`src/rtl/alu_op_sequencer.sv`:
```
// alu_op_sequencer: multi-cycle controller that takes one instruction at a
// time, reads its operands from an external 8x8 register file, drives an
// external 8-bit ALU for a programmable number of settle cycles and writes
// the result back. Every output is registered and follows the FSM state.
module alu_op_sequencer #(
  parameter int unsigned LOGIC_CYCLES = 1,  // EXEC cycles for loadi/mov/and/or
  parameter int unsigned ADD_CYCLES   = 2   // EXEC cycles for add/sub
) (
  input  logic       CLK,
  input  logic       RESET,
  input  logic       instr_valid,
  output logic       instr_ready,
  input  logic [7:0] opcode,
  input  logic [2:0] dest,
  input  logic [2:0] src1,
  input  logic [2:0] src2,
  input  logic [7:0] imm,
  output logic [2:0] rf_out1addr,
  output logic [2:0] rf_out2addr,
  input  logic [7:0] rf_out1,
  input  logic [7:0] rf_out2,
  output logic [2:0] rf_inaddr,
  output logic [7:0] rf_in,
  output logic       rf_write_en,
  output logic [7:0] alu_data1,
  output logic [7:0] alu_data2,
  output logic [2:0] alu_select,
  input  logic [7:0] alu_result,
  output logic       done,
  output logic       illegal,
  output logic [7:0] retired_count
);

  localparam logic [7:0] OP_LOADI = 8'h00;
  localparam logic [7:0] OP_MOV   = 8'h01;
  localparam logic [7:0] OP_ADD   = 8'h02;
  localparam logic [7:0] OP_SUB   = 8'h03;
  localparam logic [7:0] OP_AND   = 8'h04;
  localparam logic [7:0] OP_OR    = 8'h05;

  localparam logic [2:0] SEL_FWD = 3'b000;
  localparam logic [2:0] SEL_ADD = 3'b001;
  localparam logic [2:0] SEL_AND = 3'b010;
  localparam logic [2:0] SEL_OR  = 3'b011;

  typedef enum logic [2:0] {
    S_IDLE,
    S_DECODE,
    S_EXEC,
    S_WB,
    S_ERR
  } state_t;

  // Two's-complement negate modulo 256; sub is executed as add of this value.
  function automatic logic [7:0] twos_neg(input logic [7:0] v);
    return (~v) + 8'd1;
  endfunction

  state_t     state_q,         state_d;
  logic [7:0] opcode_q,        opcode_d;
  logic [2:0] dest_q,          dest_d;
  logic [7:0] imm_q,           imm_d;
  logic [7:0] cnt_q,           cnt_d;
  logic       instr_ready_q,   instr_ready_d;
  logic [2:0] rf_out1addr_q,   rf_out1addr_d;
  logic [2:0] rf_out2addr_q,   rf_out2addr_d;
  logic [2:0] rf_inaddr_q,     rf_inaddr_d;
  logic [7:0] rf_in_q,         rf_in_d;
  logic       rf_write_en_q,   rf_write_en_d;
  logic [7:0] alu_data1_q,     alu_data1_d;
  logic [7:0] alu_data2_q,     alu_data2_d;
  logic [2:0] alu_select_q,    alu_select_d;
  logic       done_q,          done_d;
  logic       illegal_q,       illegal_d;
  logic [7:0] retired_count_q, retired_count_d;

  // Next-state and next-output logic; outputs are computed for the state
  // being entered so they are valid for the whole of that state's cycle.
  always_comb begin
    state_d         = state_q;
    opcode_d        = opcode_q;
    dest_d          = dest_q;
    imm_d           = imm_q;
    cnt_d           = cnt_q;
    instr_ready_d   = instr_ready_q;
    rf_out1addr_d   = rf_out1addr_q;
    rf_out2addr_d   = rf_out2addr_q;
    rf_inaddr_d     = rf_inaddr_q;
    rf_in_d         = rf_in_q;
    rf_write_en_d   = 1'b0;
    alu_data1_d     = alu_data1_q;
    alu_data2_d     = alu_data2_q;
    alu_select_d    = alu_select_q;
    done_d          = 1'b0;
    illegal_d       = 1'b0;
    retired_count_d = retired_count_q;

    case (state_q)
      S_IDLE: begin
        if (instr_valid) begin
          opcode_d      = opcode;
          dest_d        = dest;
          imm_d         = imm;
          rf_out1addr_d = src1;
          rf_out2addr_d = src2;
          instr_ready_d = 1'b0;
          if (opcode <= OP_OR) begin
            state_d = S_DECODE;
          end else begin
            state_d   = S_ERR;
            illegal_d = 1'b1;
          end
        end
      end

      S_DECODE: begin
        // Operands captured here, so a write to dest==src in WB cannot
        // disturb the instruction in flight.
        alu_data1_d = rf_out1;
        case (opcode_q)
          OP_LOADI: begin alu_select_d = SEL_FWD; alu_data2_d = imm_q;             end
          OP_MOV:   begin alu_select_d = SEL_FWD; alu_data2_d = rf_out2;           end
          OP_ADD:   begin alu_select_d = SEL_ADD; alu_data2_d = rf_out2;           end
          OP_SUB:   begin alu_select_d = SEL_ADD; alu_data2_d = twos_neg(rf_out2); end
          OP_AND:   begin alu_select_d = SEL_AND; alu_data2_d = rf_out2;           end
          OP_OR:    begin alu_select_d = SEL_OR;  alu_data2_d = rf_out2;           end
          default:  begin alu_select_d = alu_select_q; alu_data2_d = alu_data2_q;  end
        endcase
        if ((opcode_q == OP_ADD) || (opcode_q == OP_SUB)) begin
          cnt_d = 8'(ADD_CYCLES);
        end else begin
          cnt_d = 8'(LOGIC_CYCLES);
        end
        state_d = S_EXEC;
      end

      S_EXEC: begin
        cnt_d = cnt_q - 8'd1;
        if (cnt_q == 8'd1) begin
          rf_in_d       = alu_result;
          rf_inaddr_d   = dest_q;
          rf_write_en_d = 1'b1;
          done_d        = 1'b1;
          state_d       = S_WB;
        end
      end

      S_WB: begin
        retired_count_d = retired_count_q + 8'd1;
        instr_ready_d   = 1'b1;
        state_d         = S_IDLE;
      end

      S_ERR: begin
        instr_ready_d = 1'b1;
        state_d       = S_IDLE;
      end

      default: begin
        instr_ready_d = 1'b1;
        state_d       = S_IDLE;
      end
    endcase
  end

  // State and output registers; reset clears everything and reopens the input.
  always_ff @(posedge CLK) begin
    if (RESET) begin
      state_q         <= S_IDLE;
      opcode_q        <= '0;
      dest_q          <= '0;
      imm_q           <= '0;
      cnt_q           <= '0;
      instr_ready_q   <= 1'b1;
      rf_out1addr_q   <= '0;
      rf_out2addr_q   <= '0;
      rf_inaddr_q     <= '0;
      rf_in_q         <= '0;
      rf_write_en_q   <= 1'b0;
      alu_data1_q     <= '0;
      alu_data2_q     <= '0;
      alu_select_q    <= '0;
      done_q          <= 1'b0;
      illegal_q       <= 1'b0;
      retired_count_q <= '0;
    end else begin
      state_q         <= state_d;
      opcode_q        <= opcode_d;
      dest_q          <= dest_d;
      imm_q           <= imm_d;
      cnt_q           <= cnt_d;
      instr_ready_q   <= instr_ready_d;
      rf_out1addr_q   <= rf_out1addr_d;
      rf_out2addr_q   <= rf_out2addr_d;
      rf_inaddr_q     <= rf_inaddr_d;
      rf_in_q         <= rf_in_d;
      rf_write_en_q   <= rf_write_en_d;
      alu_data1_q     <= alu_data1_d;
      alu_data2_q     <= alu_data2_d;
      alu_select_q    <= alu_select_d;
      done_q          <= done_d;
      illegal_q       <= illegal_d;
      retired_count_q <= retired_count_d;
    end
  end

  assign instr_ready   = instr_ready_q;
  assign rf_out1addr   = rf_out1addr_q;
  assign rf_out2addr   = rf_out2addr_q;
  assign rf_inaddr     = rf_inaddr_q;
  assign rf_in         = rf_in_q;
  assign rf_write_en   = rf_write_en_q;
  assign alu_data1     = alu_data1_q;
  assign alu_data2     = alu_data2_q;
  assign alu_select    = alu_select_q;
  assign done          = done_q;
  assign illegal       = illegal_q;
  assign retired_count = retired_count_q;

endmodule

```
`config.mk`:
```
export PLATFORM = sky130hd
export DESIGN_NAME = alu_op_sequencer
export DESIGN_NICKNAME = d
export VERILOG_FILES = /design/src/rtl/alu_op_sequencer.sv
export SDC_FILE = /design/constraint.sdc
export NUM_CORES = 1
export LEC_CHECK = 0
export CAP_MARGIN = 20
export CORE_AREA = 4 4 83 101
export DETAILED_ROUTE_END_ITERATION = 10
export DIE_AREA = 0 0 87 105
export GPL_ROUTABILITY_DRIVEN = 0
export PLACE_DENSITY = 0.88
export REMOVE_ABC_BUFFERS = 1
export SYNTH_ARGS = -nofsm -noshare
export SYNTH_HDL_FRONTEND = slang
export SYNTH_SLANG_ARGS = --single-unit
```
`constraint.sdc`:
```
create_clock -name CLK -period 2.2 [get_ports CLK]
set_input_delay 0.66 -clock CLK [delete_from_list [all_inputs] [get_ports CLK]]
set_output_delay 0.66 -clock CLK [all_outputs]
set_load 0.005 [all_outputs]
```
# Yosys cells after proc, flatten, opt, wreduce, memory -nomap -nowiden

Index checks and enable logic that the tools add are counted.

Add/subtract/negate cells: 3
Magnitude comparators: 1
Equal/unequal tests: 11
Muxes and demuxes: 12
Bitwise logic cells: 5
Reductions and logical operators: 18

Operators with widths:

| kind                                                                              | count |
|---|---|
| 8-bit one-hot mux with 3 select lines                                             | 1 |
| 8-bit by 1-bit adder with 8-bit output (second input constant)                    | 2 |
| 8-bit by 1-bit equality test with 1-bit output (second input constant)            | 2 |
| 8-bit by 2-bit equality test with 1-bit output (second input constant)            | 2 |
| 8-bit by 3-bit equality test with 1-bit output (second input constant)            | 2 |
| 8-bit one-hot mux with 2 select lines                                             | 1 |
| 3-bit one-hot mux with 4 select lines                                             | 1 |
| 2-bit AND reduction                                                               | 6 |
| 3-bit 2-to-1 mux                                                                  | 3 |
| 3-bit one-hot mux with 3 select lines                                             | 1 |
| 8-bit by 3-bit less-or-equal comparator with 1-bit output (second input constant) | 1 |
| 8-bit logical NOT                                                                 | 1 |
| 8-bit NOT                                                                         | 1 |
| 2-bit OR reduction                                                                | 4 |
| 8-bit by 1-bit subtractor with 8-bit output (second input constant)               | 1 |
| 3-bit by 2-bit equality test with 1-bit output (second input constant)            | 2 |
| 2-bit != test (second input constant)                                             | 2 |
| 1-bit NOT                                                                         | 4 |
| 4-bit nonzero test                                                                | 1 |
| 4-bit OR reduction                                                                | 1 |
| 3-bit by 1-bit equality test with 1-bit output (second input constant)            | 1 |
| 3-bit logical NOT                                                                 | 1 |
| 1-bit 2-to-1 mux                                                                  | 3 |
| 3-bit nonzero test                                                                | 1 |
| 5 further kinds                                                                   | 5 |

Register bits: 77
Input port bits: 52
Logic and storage cells: 66

# Longest topological paths before layout

Word-level depth: 4
Depth in mapped cells: 7
Depth with buffers taken out: 6

# Worst setup path before layout

No wires, ideal clock.

Path kind: register to register
From: register state_q[2]
To: register alu_data2_q[5], in the netlist alu_data2[5]
Data arrival time: 1747 ps
Data required time: 2066 ps
Setup slack: 319 ps
Stages on the path, launching flop included: 7
Path buffers: 2
Cell sequence: dfxtp_1 clkbuf_1 or3b_1 buf_2 or4_1 a221oi_1 a211oi_1

Longest elaborated chain between the ends: 2

Ends and longest elaborated chain:

| what                                           | RTL line | text |
|---|---|---|
| start, declared                                | 59       | `state_t state_q, state_d;` |
| start signal, assigned                         | 187      | `state_q <= state_d;` |
| 3-bit by 1-bit equality test with 1-bit output | 98       | `case (state_q)` |
| 2-bit AND reduction (no line)                  | --       |  |
| end signal, assigned                           | 199      | `alu_data2_q <= alu_data2_d;` |
| end, declared                                  | 71       | `logic [7:0] alu_data2_q, alu_data2_d;` |

No other way between the ends.
A chain may end at the register's enable or synchronous reset.

# Worst setup path after layout

From: register retired_count_q[3], in the netlist retired_count[3]
To: output retired_count[3]

RTL lines:

| what                   | RTL line | text |
|---|---|---|
| start, declared        | 75       | `logic [7:0] retired_count_q, retired_count_d;` |
| start signal, assigned | 203      | `retired_count_q <= retired_count_d;` |
| end, declared          | 31       | `output logic [7:0] retired_count` |

No word-level cell between the ends.

==> results.json <==
{
  "clk_pin_slew_ns": 0.08,
  "critical_path.max_fanout": 7,
  "synth-compound-area-share_pct": 16.6,
  "synth-xor-area-share_pct": 2.05,
  "synth_cell_types": 51,
  "gr-usage-all-layers_pct": 20.0,
  "cts-resized-gates": 0,
  "netSwitchingFraction_pct": 25.7,
  "dominantRegCellSynth": "dfxtp_1",
  "place_inst": 608,
  "synthTopCellsByArea": "dfxtp_1, nand2_1, a21oi_1, nor2_1, mux2i_1",
  "period_share_pct": 91.0,
  "ys_seq_elements": 76,
  "die_area_um2": 9140,
  "synth_top_area_cell": "dfxtp_1",
  "postCtsHoldBufs": 0,
  "clockRootBuffer": "clkbuf_8",
  "final_cells": 624,
  "via_per_inst": 5.38,
  "synth_top_family_by_area": "simple AND/OR/NAND/NOR gates",
  "synth-simple-area-share_pct": 25.3,
  "grt_pass1_wl_mm": 14.8,
  "outcome": "completed",
  "power_frac_seq_pct": 49.9,
  "cts_made_buffers": 9,
  "vias": 3358,
  "grt_pass1_vias": 3236,
  "muxShareOfSynthArea_pct": 5.12,
  "critical-path-max-stage-delay_ns": 0.55,
  "worstSetupStartpointType": "flop",
  "core_um2": 7490,
  "nFillCells": 616,
  "worst_slack_ns": 0.198,
  "critPathTopFamily": "buffers and inverters",
  "slew_headroom_pct": 59.9,
  "crit_type": "reg -> out",
  "synth_warnings": 0,
  "power.internal_mw": 2.13,
  "pwr-share-comb_pct": 12.0,
  "cp_cell_sequence": "clkdlybuf4s50_1",
  "clkSinkCount": 76,
  "synth_commonest_cells": "nand2_1, dfxtp_1, a21oi_1",
  "p_per_area_nw_per_um2": 598,
  "wl_mm": 8.80,
  "rsz0062_at_grt": "false",
  "drive_gt1_share_pct": 9.21,
  "grt_max_degree": 36,
  "nets": 583,
  "synth-edff-count": 0,
  "syn2layout_area_growth_pct": 40.5,
  "initial_core_util_pct": 45.7,
  "maxCapViolations": 0,
  "clock_skew_ns": 0.0127,
  "drc": 0,
  "cp-end-kind": "primary output",
  "port_buffers": 98,
  "postRouteAntennaNets": 0,
  "yosysSeqAreaShare_pct": 44.5,
  "power_mw": 2.87,
  "dr.pass1.iters": 4,
  "required_ns": 1.54,
  "antenna_found_initial": 0,
  "pre_cts_ws_ns": -0.171,
  "die_x_um": 87,
  "multi_input_area_um2": 1740,
  "routedWlPerCell_um": 14.1,
  "vdd_drop_max_v": 0.000444,
  "yosysMostFrequentCell": "nand2_1",
  "hold_class": "reg -> reg",
  "critPathBufInv": 1,
  "finalHoldViolations": 0,
  "cts_tree": "built",
  "row_count": 35,
  "seqCellArea_um2": 1520,
  "synth_fa_ha_area_share_pct": 1.46,
  "cts_max_level": 3,
  "crit_arrival_ns": 1.34,
  "yosysTopAreaCellShare_pct": 44.5,
  "fp.dieH_um": 105,
  "dp_hpwl_mm": 6.62,
  "utilization_pct": 64.2,
  "io_pins": 100,
  "layout_min_cycle_time_ns": 2.00,
  "max_freq_ghz": 0.499,
  "cts_buffer_depth": 2,
  "avgSynthCellArea_um2": 8.03,
  "clock_latency_ns": 0.35,
  "diodes": 0,
  "drt_first_iter_violations": 297,
  "postSynthCellCount": 426,
  "p_leak_nw": 1.81,
  "final_max_slew_viol_count": 0,
  "cts_setup_buffers": 0,
  "clockPowerShare_pct": 38.1,
  "synthArstFlopShare_pct": 0,
  "cp_slowest_cell": "clkdlybuf4s50_1",
  "timing.hold.ws_ns": 0.458,
  "finalSetupViolCount": 0,
  "worstMarginPinSlew_ns": 0.596,
  "switching_power_uw": 739,
  "grt-ovfl-total": 0,
  "netlist_area_um2": 3420
}
## flip-flops by register name, summed over array words and instances, names as in the netlist, 8 cells and up
| signal | cells |
|---|---|
| alu_data1 | 8 |
| alu_data2 | 8 |
| cnt_q | 8 |
| imm_q | 8 |
| opcode_q | 8 |
| retired_count | 8 |
| rf_in | 8 |
## per-layer routing
metal  routed length (um)  global-route usage, %
met1                 3550                   23.9
met2                 4640                   34.3
met3                  380                   4.02
met4                  236                   8.13
met5                    0                      0
## through the flow
step                cell area (um2)  setup TNS (ns)
finish                         4810               0
global route                   4810               0
CTS                            4810               0
detailed placement             4600          -0.436
global placement               4600         -0.0777
floorplan                      3300           -3.19
## kinds of logic (layout without fill, tap and decap cells)
group | after synthesis | after routing
multiplexers | 17 | 17
adder cells (fa/ha/maj) | 4 | 4
buffers and inverters | 42 | 148
other | 1 | 1
AND/OR/NAND/NOR | 184 | 184
flip-flops | 76 | 76
AO/OA/AOI/OAI | 94 | 94
XOR/XNOR | 8 | 8
## placed cells by master, fill, tap and decap left out, drive strengths merged, types with 2 or more instances in the layout
| cell type | n |
|---|---|
| nor2 | 41 |
| mux2 | 4 |
| nor3 | 12 |
| a31oi | 4 |
| dfxtp | 76 |
| a221oi | 2 |
| inv | 14 |
| clkbuf | 9 |
| a2111oi | 2 |
| a21o | 2 |
| nand4 | 6 |
| nand3 | 6 |
| nand2 | 81 |
| and3 | 2 |
| or3 | 6 |
| and2 | 3 |
| o22ai | 2 |
| nor3b | 4 |
| xor2 | 4 |
| nor2b | 3 |
| nand2b | 2 |
| buf | 24 |
| nor4 | 4 |
| mux2i | 13 |
| nand3b | 4 |
| or4 | 3 |
| clkinv | 2 |
| o32ai | 2 |
| a311oi | 3 |
| xnor2 | 4 |
| o21ai | 13 |
| ha | 4 |
| or2 | 2 |
| and3b | 2 |
| o21a | 2 |
| clkdlybuf4s50 | 97 |
| a211oi | 4 |
| o41ai | 2 |
| a21oi | 49 |
## power groups by stage
stage / combinational [mW] / sequential [mW] / clock, mW
detailed placement: 0.346 / 1.47 / 0
global route: 0.379 / 1.44 / 1.18
global placement: 0.336 / 1.46 / 0
finish: 0.346 / 1.43 / 1.09
floorplan: 0.123 / 1.47 / 0
CTS: 0.347 / 1.43 / 1.13
## path summary, 6_finish.rpt
path | slack (ns) | depth (start not counted) | start | end
setup reg to reg | 0.23 | 4 | opcode_q[3]$_SDFFE_PP0P_ | alu_data2[7]$_SDFFE_PP0P_
hold reg to reg | 0.46 | 2 | imm_q[1]$_SDFFE_PP0P_ | imm_q[1]$_SDFFE_PP0P_
setup / recovery | 0.20 | 1 | retired_count[3]$_SDFFE_PP0N_ | retired_count[3]
hold / removal | 0.46 | 2 | imm_q[1]$_SDFFE_PP0P_ | imm_q[1]$_SDFFE_PP0P_
## final cells by class
class	count	area share (%)
multi-input cells	308	36.1
clock buffers	9	2.58
clock inverters	7	1.74
flip-flops and latches	76	31.6
inverters	11	0.858
well taps	92	2.39
repair buffers	121	24.7
(Power assumes the default switching activity.)
